File: src/rtl/stream_demux_pkg.sv
// Shared constants for the 1-to-2 stream demultiplexer and its lane FIFOs.
// Lane encodings match the in_sel bit; defaults size the top-level parameters.
package stream_demux_pkg;

  localparam logic LANE_A = 1'b0;
  localparam logic LANE_B = 1'b1;

  localparam int DEF_WIDTH = 8;
  localparam int DEF_DEPTH = 2;
  localparam int DEF_CNT_W = 16;

endpackage : stream_demux_pkg

File: src/rtl/stream_fifo.sv
// Small synchronous FIFO used as one output lane of stream_demux2.
// Head data comes straight from storage at the registered read pointer.
module stream_fifo #(
  parameter int WIDTH = 8,
  parameter int DEPTH = 2
) (
  input  logic             clk,
  input  logic             rst,
  input  logic             push,
  input  logic [WIDTH-1:0] push_data,
  input  logic             pop,
  output logic [WIDTH-1:0] head_data,
  output logic             empty,
  output logic             full
);

  localparam int PTR_W = $clog2(DEPTH);
  localparam int OCC_W = PTR_W + 1;

  logic [WIDTH-1:0] mem_r [DEPTH];
  logic [PTR_W-1:0] wr_ptr_r;
  logic [PTR_W-1:0] rd_ptr_r;
  logic [OCC_W-1:0] occ_r;
  logic             do_push_s;
  logic             do_pop_s;

  // A push into a full FIFO is dropped here as well, so no write-through can occur.
  assign do_push_s = push && !full;
  assign do_pop_s  = pop && !empty;

  assign empty     = (occ_r == {OCC_W{1'b0}});
  assign full      = (occ_r == OCC_W'(DEPTH));
  assign head_data = mem_r[rd_ptr_r];

  // Storage, pointers and occupancy; storage clears so the reset head reads as zero.
  always_ff @(posedge clk or posedge rst) begin
    if (rst) begin
      wr_ptr_r <= {PTR_W{1'b0}};
      rd_ptr_r <= {PTR_W{1'b0}};
      occ_r    <= {OCC_W{1'b0}};
      for (int i = 0; i < DEPTH; i++) begin
        mem_r[i] <= {WIDTH{1'b0}};
      end
    end else begin
      if (do_push_s) begin
        mem_r[wr_ptr_r] <= push_data;
        wr_ptr_r        <= wr_ptr_r + PTR_W'(1);
      end
      if (do_pop_s) begin
        rd_ptr_r <= rd_ptr_r + PTR_W'(1);
      end
      case ({do_push_s, do_pop_s})
        2'b10:   occ_r <= occ_r + OCC_W'(1);
        2'b01:   occ_r <= occ_r - OCC_W'(1);
        default: occ_r <= occ_r;
      endcase
    end
  end

endmodule : stream_fifo

File: src/rtl/stream_demux2.sv
// Registered 1-to-2 stream demultiplexer: routes each input beat by in_sel into
// one of two buffered lanes and counts the beats accepted into each lane.
module stream_demux2
  import stream_demux_pkg::*;
#(
  parameter int WIDTH = DEF_WIDTH,
  parameter int DEPTH = DEF_DEPTH,
  parameter int CNT_W = DEF_CNT_W
) (
  input  logic             clk,
  input  logic             rst,
  input  logic [WIDTH-1:0] in_data,
  input  logic             in_sel,
  input  logic             in_valid,
  output logic             in_ready,
  output logic [WIDTH-1:0] a_data,
  output logic             a_valid,
  input  logic             a_ready,
  output logic [WIDTH-1:0] b_data,
  output logic             b_valid,
  input  logic             b_ready,
  output logic [CNT_W-1:0] a_cnt,
  output logic [CNT_W-1:0] b_cnt
);

  logic             a_full_s;
  logic             b_full_s;
  logic             a_empty_s;
  logic             b_empty_s;
  logic             in_ready_s;
  logic             a_push_s;
  logic             b_push_s;
  logic [CNT_W-1:0] a_cnt_r;
  logic [CNT_W-1:0] b_cnt_r;

  // Readiness looks only at the selected lane's registered full flag, never at consumer readies.
  always_comb begin
    in_ready_s = 1'b0;
    case (in_sel)
      LANE_A:  in_ready_s = !a_full_s;
      LANE_B:  in_ready_s = !b_full_s;
      default: in_ready_s = 1'b0;
    endcase
  end

  // Steer an accepted beat to exactly one lane.
  always_comb begin
    a_push_s = 1'b0;
    b_push_s = 1'b0;
    if (in_valid && in_ready_s) begin
      a_push_s = (in_sel == LANE_A);
      b_push_s = (in_sel == LANE_B);
    end else begin
      a_push_s = 1'b0;
      b_push_s = 1'b0;
    end
  end

  // Per-lane accepted-beat counters, wrapping modulo 2^CNT_W.
  always_ff @(posedge clk or posedge rst) begin
    if (rst) begin
      a_cnt_r <= {CNT_W{1'b0}};
      b_cnt_r <= {CNT_W{1'b0}};
    end else begin
      if (a_push_s) begin
        a_cnt_r <= a_cnt_r + CNT_W'(1);
      end
      if (b_push_s) begin
        b_cnt_r <= b_cnt_r + CNT_W'(1);
      end
    end
  end

  stream_fifo #(.WIDTH(WIDTH), .DEPTH(DEPTH)) u_lane_a (
    .clk       (clk),
    .rst       (rst),
    .push      (a_push_s),
    .push_data (in_data),
    .pop       (a_ready),
    .head_data (a_data),
    .empty     (a_empty_s),
    .full      (a_full_s)
  );

  stream_fifo #(.WIDTH(WIDTH), .DEPTH(DEPTH)) u_lane_b (
    .clk       (clk),
    .rst       (rst),
    .push      (b_push_s),
    .push_data (in_data),
    .pop       (b_ready),
    .head_data (b_data),
    .empty     (b_empty_s),
    .full      (b_full_s)
  );

  assign in_ready = in_ready_s;
  assign a_valid  = !a_empty_s;
  assign b_valid  = !b_empty_s;
  assign a_cnt    = a_cnt_r;
  assign b_cnt    = b_cnt_r;

endmodule : stream_demux2

File: config.mk
export PLATFORM = sky130hd
export DESIGN_NAME = stream_demux2
export DESIGN_NICKNAME = d
export VERILOG_FILES = /design/src/rtl/stream_demux_pkg.sv /design/src/rtl/stream_fifo.sv /design/src/rtl/stream_demux2.sv
export SDC_FILE = /design/constraint.sdc
export NUM_CORES = 1
export LEC_CHECK = 0
export ABC_AREA = 1
export CORE_AREA = 2 2 74 129
export DETAILED_ROUTE_END_ITERATION = 8
export DIE_AREA = 0 0 76 131
export GPL_ROUTABILITY_DRIVEN = 0
export MAX_ROUTING_LAYER = met4
export PLACE_DENSITY = 0.59
export RECOVER_POWER = 100
export SLEW_MARGIN = 10
export SYNTH_ARGS = -nofsm -noshare
export SYNTH_HDL_FRONTEND = slang
export SYNTH_SLANG_ARGS = --single-unit
File: constraint.sdc
create_clock -name clk -period 4.3 [get_ports clk]
set_input_delay 0.86 -clock clk [delete_from_list [all_inputs] [get_ports clk]]
set_output_delay 0.86 -clock clk [all_outputs]
set_load 0.01 [all_outputs]
# After elaboration in Yosys (flattened, before gate mapping)
# Index checks and enable logic that the tools add are counted.
[totals] register_bits=72 output_inout_bits=51 in_bits=14 elab_cells=71
[op_classes] mux=17 n_bitwise=5 addsub=10 eq_ne=6 order_cmp=6 n_reduce_logical=15
[ops] operator="$mux W8" n=8
[ops] operator="$add A16 B1 Y16 const B" n=2
[ops] operator="$bwmux W16" n=2
[ops] operator="$demux W8 S1" n=2
[ops] operator="$eq A2 B2 Y1 const B" n=4
[ops] operator="$ge A2 B2 Y1 const B" n=4
[ops] operator="$not A1 Y2" n=4
[ops] operator="$pmux W2 S2" n=2
[ops] operator="$logic_and A1 B1 Y1" n=7
[ops] operator="$add A1 B1 Y1 const B" n=4
[ops] operator="$add A2 B1 Y2 const B" n=2
[ops] operator="$eq A2 B1 Y1 const B" n=2
[ops] operator="$logic_not A1 Y1" n=4
[ops] operator="$logic_not A2 Y1" n=2
[ops] operator="$lt A2 B1 Y1 const B" n=2
[ops] operator="$reduce_bool A2 Y1" n=2
[ops] operator="$sub A2 B1 Y2 const B" n=2
[ops] operator="$mux W1" n=2
[ops] operator="$pmux W1 S2" n=1
[ops] operator="$not A1 Y1" n=1

# Depth between registers and ports, before layout
[depth] word_depth=8 mapped_depth=10 mapped_depth_nobuf=10

# Modules after synthesis
# Synthesis repeated with hierarchy kept, for this count alone.
[unflattened] cells_unflattened=468 area_unflattened_um2=3746.1
[modules_own_cells] module="stream_demux2" n_inst=1 cells_per_inst=214 seq_area_each_um2=800.8 area_each_um2=1694.1
[modules_own_cells] module="stream_fifo (u_lane_a)" n_inst=1 cells_per_inst=127 seq_area_each_um2=500.5 area_each_um2=1031.0
[modules_own_cells] module="stream_fifo (u_lane_b)" n_inst=1 cells_per_inst=127 seq_area_each_um2=500.5 area_each_um2=1021.0

# Worst setup path after synthesis
# OpenSTA, ideal clock, no wires.
[synth_timing] path_kind="in2reg" startpoint="in in_sel" endpoint="reg u_lane_a.occ_r[1]" path_stages=7 slack_ns=2.312 path_buffers=1 setup_time_ns=0.131 t_arrival_ns=1.857 required_time_ns=4.169 cell_sequence="inv_1 nand3_4 buf_2 ha_1 a21oi_1 o21ai_0 xor2_1"
[synth_between] elab_chain_cells=7 elab_cells_between_ends=9 classes_between="2 x eq/ne; 3 x mux; 1 x bitwise; 3 x reduce/logical"
[synth_lines] item="start: declaration" line="stream_demux2.sv:13" rtl="input logic in_sel,"
[synth_lines] item="$not A1 Y1" line="stream_demux2.sv:39, stream_demux2.sv:51"
[synth_lines] item="$pmux W1 S2" line="stream_demux2.sv:39" rtl="case (in_sel)"
[synth_lines] item="$logic_and A1 B1 Y1" line="stream_demux2.sv:50" rtl="if (in_valid && in_ready_s) begin"
[synth_lines] item="$mux W1 (*)" line="stream_demux2.sv:50"
[synth_lines] item="$logic_and A1 B1 Y1 (*)" line="stream_fifo.sv:28" rtl="assign do_push_s = push && !full;"
[synth_lines] item="$eq A2 B1 Y1 / $eq A2 B2 Y1 (equally long branches)" line="stream_fifo.sv:52" rtl="case ({do_push_s, do_pop_s})"
[synth_lines] item="$pmux W2 S2 / $reduce_bool A2 Y1 (equally long branches)"
[synth_lines] item="end signal: assignment" line="stream_fifo.sv:53" rtl="2'b10: occ_r <= occ_r + OCC_W'(1);"
[synth_lines] item="end signal: assignment" line="stream_fifo.sv:54" rtl="2'b01: occ_r <= occ_r - OCC_W'(1);"
[synth_lines] item="end signal: assignment" line="stream_fifo.sv:55" rtl="default: occ_r <= occ_r;"
[synth_lines] item="end: declaration" line="stream_fifo.sv:23" rtl="logic [OCC_W-1:0] occ_r;"
# Mark *: on every way between the ends. The rest lies on a longest branch, timed or not.
# A chain may end at the register's enable or synchronous reset.

# Worst setup path after layout
[layout_timing] startpoint="in in_sel" endpoint="out in_ready"
[layout_between] elab_chain_cells=2
[layout_lines] item="$not A1 Y1" line="stream_demux2.sv:39"
[layout_lines] item="$pmux W1 S2 (*)" line="stream_demux2.sv:39"
[layout_lines] item="end: declaration" line="stream_demux2.sv:15" rtl="output logic in_ready,"
# Marks and branches as above.

==> run summary <==
post-CTS sizing -> 0
# DRC -> 0
Crit path depth -> 5
Layout Nets -> 473
Final Skew -> 0.00536 ns
routed vias/inst -> 4.66
clk root buf -> clkbuf_16
Layout Utilization -> 50.5%
post-layout worst setup margin -> 1.19 ns
first-pass GRT wire length -> 12,800 microns
P&R area growth vs syn -> 28.4%
failing checks -> capacitance limit, slew limit
post-synthesis register bit count -> 72
setup violators final -> 0
RSZ-0062 raised after global routing -> no
Initial DRC Count -> 89
grt ovf -> 0
most common cell after layout, fill and taps aside -> nand2_1
Setup crit start kind -> input pin
Ports -> 65
worst hold path endpoint -> u_lane_b.mem_r[7]
Post-Syn Instances -> 388
ratio of cells with drive above 1 in the final layout -> 8.48%
Worst-Margin Slew -> 1.99 ns
Max Root-Sink Buffers -> 2
area leader, netlist -> dfrtp_1
largest net degree at the start of global routing -> 38
crit-path max FO -> 4
R2R Path Start -> u_lane_a.occ_r[0]
Hold Fails Final Rpt -> 0
core area -> 8920 sq um
fin crit period -> 3.11 ns
slowest CP cell -> dlygate4sd3_1
post-synthesis compound-gate area fraction -> 7.13%
Largest delay share family, worst path -> buffers and inverters
status -> finished with violations
most frequent cells in the layout -> nand2_1, dfrtp_1, dlygate4sd3_1, inv_1, o21ai_0
count of cell types in the netlist -> 23
mux contribution to synthesized area -> 5.14%
Setup Slack @ Placement -> 1.26 ns
Mapped Area -> 3510 sq um
non-filler cells, final -> 580
setup TNS -> 0 ns
LEAKAGE -> 2.24 nW
filler cell count -> 902
min-delay worst type -> reg -> reg
drt wl/cell -> 12.7 microns
DR pass1 iterations -> 4
Slew Limit Headroom -> -32.7%
post-route ant nets -> 0
CP max stage delay -> 0.59 ns
CP endpoint kind -> output port
vias in the first global route -> 2,719
post-synth net total -> 406
Tot GR Track Use -> 16.7%
die extent in y -> 131 microns
top cells by area, synth -> dfrtp_1, nand2_1, mux2_2
clock-pin slew on the worst setup and hold paths -> 0.05 ns
Mean Syn Cell Area -> 9.04 sq um
CTS tree -> done
Synth Area in Adders -> 1.43%
hpwl dp -> 5310 microns
diodes inserted -> 0
number of buffers created by CTS -> 9
Site Rows -> 46
Die W -> 76 microns
largest family of logic cells by synthesized area -> simple AND/OR/NAND/NOR gates
Tcrit/Tclk final -> 72.4%
synthesized-area fraction occupied by and/or/nand/nor cells -> 21.8%
worst-path cell chain -> dlygate4sd3_1, inv_1, nand2_1, nand2_1, dlygate4sd3_1
Post-CTS Hold Fix Bufs -> 0
Arr. time, crit path -> 2.25 ns
Worst R2R Setup Slack -> 2.26 ns
H-tree levels -> 3
Ys Warns -> 0
r2r endpoint -> u_lane_a.mem_r[14]
Seq/Total Area, Yosys -> 51.4%
max-cap viol count -> 2
I/O Buffers -> 64
Initial Util -> 39.3%
crit path kind -> in -> out
Hold Crit Start -> u_lane_b.mem_r[7]
vias post-DR -> 2,700
Synth top area share -> 51.4%
Pwr per Cell Area -> 635 nW/um^2
worst reg2reg path depth -> 5
antenna violations before repair -> 0
VDD IR max -> 0.359 mV
clock sink count -> 72
CP Data Required Time -> 3.44 ns
Synth Area in XOR/XNOR -> 6.49%
critical path buffer and inverter count -> 3
hold path depth -> 2
post-CTS setup buffer count -> 0
placed cell count -> 564
detailed-route wire length -> 7370 microns
Slew Viols, Final -> 74
fmax -> 0.321 GHz
latest clock arrival within the worst-skew pair -> 0.33 ns
die area -> 9960 sq um
through the flow:
step	hold slack, ns	instance area, sq um	power, mW
finish	0.480	4500	2.86
CTS	0.484	4600	3.02
detailed placement	0.472	4240	2.12
global placement	0.461	4240	2.11
global route	0.506	4500	3.05
floorplan	0.448	3510	1.68
cells in the mapped netlist (all sizes together):
master	n
or2	2
buf	8
clkbuf	2
nor3	2
ha	4
a21oi	2
mux2	16
nor2	32
xnor2	12
nand2	121
o21ai	36
nand3	16
xor2	14
dfrtp	72
inv	43
nand4	6
registers in the layout (all words and copies together) (netlist names):
register	cells
u_lane_b.rd_ptr_r	1
u_lane_a.wr_ptr_r	1
u_lane_b.wr_ptr_r	1
u_lane_b.mem_r	16
u_lane_b.occ_r	2
u_lane_a.mem_r	16
a_cnt	16
u_lane_a.rd_ptr_r	1
b_cnt	16
u_lane_a.occ_r	2
final cells by class:
class,instances,area [sq um],area share [%]
flip-flops and latches,72,1800,40.0
multi-input cells,263,1390,30.8
repair buffers,66,648,14.4
clock buffers,11,253,5.61
inverters,43,161,3.58
well taps,120,150,3.33
clock inverters,5,103,2.28
power breakdown:
| group | leakage [nW] | internal, mW | total (mW) | switching [mW] |
|---|---|---|---|---|
| sequential | 0.906 | 0.904 | 1.10 | 0.198 |
| clock | 0.172 | 0.597 | 0.879 | 0.282 |
| combinational | 1.16 | 0.473 | 0.877 | 0.404 |
worst min-delay path, cell delays in order (launching register included):
cell	delay [ns]
dfrtp_1	0.34
nand2_1	0.05
o21ai_0	0.06
routing by layer:
layer | global-route usage, % | vias to the layer above | share of wire [%]
met1 | 19.1 | 1289 | 43
li1 | - | 1346 | -
met4 | 8.66 | 0 | 2.1
met3 | 2.82 | 10 | 3.1
met2 | 28.6 | 55 | 51
met5 | - | - | 0
worst max-delay path by stage:
stage | from | end | slack [ns]
floorplan | rst | a_cnt[0] | 1.62
global placement | in_sel | in_ready | 1.28
detailed placement | in_sel | in_ready | 1.26
CTS | in_sel | in_ready | 1.26
global route | rst | u_lane_b.mem_r[6] | 0.99
finish | in_sel | in_ready | 1.19
kinds of logic after synthesis:
kind of cell	count (synthesis)
and+or+nand+nor	179
DFF	72
adders and majority gates	4
AOI/OAI and AO/OA	38
buffers and inverters	53
xor gates and xnor gates	26
muxes	16
Note: power is estimated with default switching activity, not from simulation.
